### config.mk
export PLATFORM = sky130hd
export DESIGN_NAME = fetch_sequencer
export DESIGN_NICKNAME = d
export VERILOG_FILES = /design/src/rtl/fetch_sequencer_pkg.sv /design/src/rtl/fetch_sequencer_aligner.sv /design/src/rtl/fetch_sequencer.sv
export SDC_FILE = /design/constraint.sdc
export NUM_CORES = 1
export LEC_CHECK = 0
export BUFFER_PORTS_ARGS = -buffer_cell sky130_fd_sc_hd__buf_2
export CORE_AREA = 2 2 182 184
export CTS_BUF_LIST = sky130_fd_sc_hd__clkbuf_8
export DETAILED_ROUTE_END_ITERATION = 7
export DIE_AREA = 0 0 184 186
export PLACE_DENSITY = 0.64
export SLEW_MARGIN = 20
export SYNTH_ARGS = -nofsm -noshare
export SYNTH_HDL_FRONTEND = slang
export SYNTH_SLANG_ARGS = --single-unit
### constraint.sdc
create_clock -name clock -period 8.97 [get_ports clock]
set_input_delay 0.4485 -clock clock [delete_from_list [all_inputs] [get_ports clock]]
set_output_delay 0.4485 -clock clock [all_outputs]
set_load 0.05 [all_outputs]
### src/rtl/fetch_sequencer_pkg.sv
// Shared front-end definitions: fetch FSM states, line geometry and
// slot-valid masks for the four word alignments inside a fetch line.
`ifndef ICACHE_FETCHWIDTH128_RANGE
`define ICACHE_FETCHWIDTH128_RANGE 127:0
`endif

package fetch_sequencer_pkg;

  typedef enum logic [1:0] {
    ST_IDLE = 2'd0,
    ST_REQ  = 2'd1,
    ST_WAIT = 2'd2,
    ST_HOLD = 2'd3
  } fetch_state_e;

  typedef logic [`ICACHE_FETCHWIDTH128_RANGE] line_t;

  localparam int          FETCH_LINE_BYTES = 16;
  localparam logic [63:0] RESET_PC         = 64'h8000_0000;

  localparam logic [3:0] MASK_OFF0 = 4'b1111;
  localparam logic [3:0] MASK_OFF1 = 4'b0111;
  localparam logic [3:0] MASK_OFF2 = 4'b0011;
  localparam logic [3:0] MASK_OFF3 = 4'b0001;

  function automatic logic [3:0] align_mask(input logic [1:0] offset);
    case (offset)
      2'd0:    align_mask = MASK_OFF0;
      2'd1:    align_mask = MASK_OFF1;
      2'd2:    align_mask = MASK_OFF2;
      default: align_mask = MASK_OFF3;
    endcase
  endfunction

endpackage

### src/rtl/fetch_sequencer_aligner.sv
// Instruction aligner: shifts a fetched line so the word at the fetch PC
// lands in slot 0, zero-filling the vacated upper slots.
module instr_aligner
  import fetch_sequencer_pkg::*;
(
  input  line_t      data,
  input  logic [1:0] offset,
  input  logic       pc_operation_done,
  output line_t      instr,
  output logic [3:0] mask
);

  always_comb begin
    instr = '0;
    mask  = '0;
    if (pc_operation_done) begin
      instr = data >> {offset, 5'b0};
      mask  = align_mask(offset);
    end
  end

endmodule

### src/rtl/fetch_sequencer.sv
// Fetch PC owner: issues one I-cache line request at a time, aligns the
// returned line and holds it as a fetch group until the buffer accepts it.
module fetch_sequencer
  import fetch_sequencer_pkg::*;
(
  input  logic         clock,
  input  logic         reset,
  input  logic         redirect_valid,
  input  logic [63:0]  redirect_target,
  output logic         icache_req_valid,
  input  logic         icache_req_ready,
  output logic [63:0]  icache_req_addr,
  input  logic         icache_resp_valid,
  input  line_t        icache_resp_data,
  output logic         fetch_group_valid,
  input  logic         fetch_group_ready,
  output line_t        fetch_group_instr,
  output logic [3:0]   fetch_group_mask,
  output logic [63:0]  fetch_group_pc,
  output fetch_state_e fsm_state
);

  // Handshakes: a transfer happens on a clock edge where valid && ready;
  // valid never depends combinationally on ready or any other input.

  fetch_state_e state;
  logic [63:0]  pc;
  logic         drop;
  line_t        aligned;
  logic [3:0]   aligned_mask;
  logic [63:0]  next_line;

  instr_aligner u_aligner (
    .data              (icache_resp_data),
    .offset            (pc[3:2]),
    .pc_operation_done (1'b1),
    .instr             (aligned),
    .mask              (aligned_mask)
  );

  assign icache_req_addr   = {pc[63:4], 4'b0};
  assign next_line         = icache_req_addr + 64'(FETCH_LINE_BYTES);
  assign icache_req_valid  = (state == ST_REQ);
  assign fetch_group_valid = (state == ST_HOLD);
  assign fsm_state         = state;

  always_ff @(posedge clock or posedge reset) begin
    if (reset) begin
      state             <= ST_IDLE;
      pc                <= RESET_PC;
      drop              <= 1'b0;
      fetch_group_instr <= '0;
      fetch_group_mask  <= '0;
      fetch_group_pc    <= '0;
    end else begin
      case (state)
        ST_IDLE: begin
          state <= ST_REQ;
          if (redirect_valid) pc <= redirect_target;
        end
        ST_REQ: begin
          if (redirect_valid) pc <= redirect_target;
          // A redirect racing an accepted request leaves a stale line in flight.
          if (icache_req_ready) begin
            state <= ST_WAIT;
            drop  <= redirect_valid;
          end
        end
        ST_WAIT: begin
          if (icache_resp_valid) begin
            drop  <= 1'b0;
            state <= ST_REQ;
            if (redirect_valid) begin
              pc <= redirect_target;
            end else if (!drop) begin
              fetch_group_instr <= aligned;
              fetch_group_mask  <= aligned_mask;
              fetch_group_pc    <= pc;
              state             <= ST_HOLD;
            end
          end else if (redirect_valid) begin
            pc   <= redirect_target;
            drop <= 1'b1;
          end
        end
        ST_HOLD: begin
          if (redirect_valid) begin
            pc    <= redirect_target;
            state <= ST_REQ;
          end else if (fetch_group_ready) begin
            pc    <= next_line;
            state <= ST_REQ;
          end
        end
        default: state <= ST_IDLE;
      endcase
    end
  end

endmodule

==> run_results.csv <==
group,metric,value,unit
run_status,outcome,"complete, no violations",
timing,worst_pin_slew,0.979,ns
timing,final.setup.tns,0,ns
flow_run,cap_violations,0,
routing,via_count,12300,
timing,slew_violations,0,
routing,finalWirelength,44300,um
synth,avgSynthCellArea,8.94,um^2
clock_network,cts_hold_buffers,0,
layout,n_fill_cell,3105,
clock_network,cts_root_buffer,"clkbuf_8",
clock_network,cts_tree,"done",
worst_setup_path,crit_path_end_kind,"register",
clock_network,ctsHtreeMaxLevel,2,
placed_design,portBuffers,457,
synth,synth_cells,1492,
synth,synth_area_leaders,"dfrtp_1 (49%), nand2_1 (11%), mux2i_1 (5.0%), buf_4 (3.6%), a21oi_1 (2.7%)",
worst_setup_path,reg2reg_from,"fsm_state[0]$_DFFE_PP0P_",
routing,drtIter0Drc,857,
routing,route.detailed.drc,0,
synth,synth_top_area_frac,0.491,
timing,rsz0062_at_grt,"no",
worst_setup_path,reg2reg_setup_slack,5.94,ns
clock_network,clock_tree.buffer_depth,3,
placed_design,place_area,15400,um^2
timing,max_freq,0.330,GHz
timing,period_minus_slack,3.03,ns
worst_hold_path,hold_path_class,"in2async",
synth,synth_area,13300,um^2
die,dieHeight,186,um
worst_setup_path,path_class,"reg2reg",
synth,synth.ff_latch_count,263,
worst_setup_path,critPathLaunchType,"register",
synth,yosys.area.top_type,"dfrtp_1",
clock_network,clkSlewWorstSetupHoldPaths,0.06,ns
worst_setup_path,cp_max_fo,17,
synth,yosys-top-cells-count,"nand2_1 (401), dfrtp_1 (262), clkbuf_1 (89)",
die,io_pins,462,
grt,antenna_found_initial,19,
grt,grt_max_degree,128,
synth,yosys.cell_types.count,60,
timing,finalSetupViolCount,0,
layout,nNetsFinal,2050,
layout,drive_above_1_share,0.299,
power,p_leak,8.38,nW
worst_setup_path,reg2reg_to,"pc[61]$_DFFE_PP0P_",
worst_setup_path,arrival,3.52,ns
routing,detail_route.wl_per_cell,19.2,um
timing,skew,0.0111,ns
grt,grt_pass1_vias,11800,
clock_network,post_cts_buffers,0,
clock_network,numCtsBuffers,47,
clock_network,cts_sinks,263,
timing,period_share,0.338,
die,design.core.area,32200,um^2
layout,regArea,6590,um^2
die,rows,66,
worst_setup_path,crit_required,9.46,ns
die,dieArea,34200,um^2
synth,ys_seq_area_frac,0.493,
synth,synth_edf_count,0,
die,die_x,184,um
grt,grt_usage,0.252,
routing,via_per_inst,5.34,
power,vdd_drop_max,182,uV
timing,hold_viol_final,0,
synth,ys_async_sr_fraction,1.00,
synth,ys_warn_count,0,
timing,slew_headroom,0.347,
grt,grt.overflow.total,0,
routing,drtAntennaViolNets,0,
synth,synth_flop_cell,"dfrtp_1",
placed_design,hpwl,31800,um
power,power_density,349,nW/um^2
grt,grt_pass1_wl,67100,um
clock_network,clk_latency,0.57,ns
synth,yosysMostFrequentCell,"nand2_1",
routing,firstDrtPassIters,5,
layout,fin_area,16400,um^2
worst_setup_path,ff2ff_path_depth,6,
die,start_util,0.414,
clock_network,post_cts_resized,0,
placed_design,place_congestion,0.868,
layout,multi_input_area,5860,um^2
layout,area_growth,23.1,%
[metrics by stage]
step / hold slack, ns / setup WS [ns] / util / instances / total power, W
floorplan: 0.439 / 1.28 / - / 1495 / 0.00390
global placement: 0.446 / 5.65 / 0.478 / 2206 / 0.00455
detailed placement: 0.451 / 5.58 / 0.478 / 2206 / 0.00459
CTS: 0.0447 / 5.85 / 0.509 / 2292 / 0.00576
global route: 0.0563 / 5.75 / 0.510 / 2305 / 0.00602
finish: 0.0776 / 5.94 / 0.510 / 2308 / 0.00572
[layout make-up]
type                            instances  area share
Sequential cell                       263       0.401
Multi-Input combinational cell       1051       0.357
Timing Repair Buffer                  468       0.145
Clock buffer                           58      0.0486
Tap cell                              408      0.0311
Clock inverter                         28      0.0110
Inverter                               16     0.00411
Antenna cell                           16     0.00244
[sequential cells by signal (all words and copies together) (netlist names)]
name               flops
fetch_group_instr    128
fetch_group_pc        64
pc                    64
fetch_group_mask       4
fsm_state              2
drop                   1
[cell usage in the layout (no fill, tap or decap), types with 8 or more instances in the layout]
| master | count |
|---|---|
| a211oi_1 | 40 |
| a21oi_1 | 71 |
| a221oi_1 | 8 |
| a22o_1 | 32 |
| a31oi_1 | 15 |
| and3_1 | 12 |
| and4_1 | 9 |
| buf_2 | 457 |
| buf_4 | 10 |
| clkbuf_8 | 58 |
| clkinv_2 | 12 |
| dfrtp_1 | 260 |
| diode_2 | 16 |
| inv_1 | 27 |
| mux2i_1 | 66 |
| nand2_1 | 400 |
| nand3_1 | 25 |
| nand4_1 | 32 |
| nor2_1 | 74 |
| nor2b_1 | 33 |
| nor3_1 | 13 |
| nor4_1 | 10 |
| o21ai_0 | 69 |
| o31ai_1 | 35 |
| or3_1 | 9 |
| or4_1 | 8 |
| xnor2_1 | 13 |
[layer usage]
metal	global-route usage	routed length, um
met1	0.307	17600
met2	0.418	21400
met3	0.0726	3820
met4	0.102	1450
met5	0	26
[where the power goes]
| part | switching (W) | internal (W) |
|---|---|---|
| clock | 0.000522 | 0.000644 |
| sequential | 0.000287 | 0.00160 |
| combinational | 0.00208 | 0.000590 |
[worst max-delay path by stage]
stage / start / to / slack, ns
2_1_floorplan: reset / drop$_DFFE_PP0P_ / 1.28
3_3_place_gp: redirect_valid / fetch_group_instr[54]$_DFFE_PP0P_ / 5.65
3_5_place_dp: redirect_valid / fetch_group_instr[51]$_DFFE_PP0P_ / 5.58
4_1_cts: fsm_state[0]$_DFFE_PP0P_ / fetch_group_instr[51]$_DFFE_PP0P_ / 5.85
5_1_grt: fsm_state[0]$_DFFE_PP0P_ / pc[61]$_DFFE_PP0P_ / 5.75
6_report: fsm_state[0]$_DFFE_PP0P_ / pc[61]$_DFFE_PP0P_ / 5.94
[critical path: stages, from the launching register on]
cell	delay, ns
dfrtp_1	0.44
ha_1	0.33
nand2_2	0.32
nor4_4	0.70
nand4_1	0.47
or4_1	0.51
a31oi_1	0.16
[cell families (layout without fill, tap and decap cells)]
logic type / count (synthesis) / in the layout / synth area share
and+or+nand+nor: 655 / 655 / 0.222
buffers and inverters: 181 / 570 / 0.0693
AOI/OAI and AO/OA: 300 / 300 / 0.147
adders and majority gates: 5 / 5 / 0.00469
other: 1 / 20 / 0.000281
xor gates and xnor gates: 20 / 20 / 0.0131
muxes: 67 / 67 / 0.0504
DFF: 263 / 263 / 0.493
(Power assumes the default switching activity.)
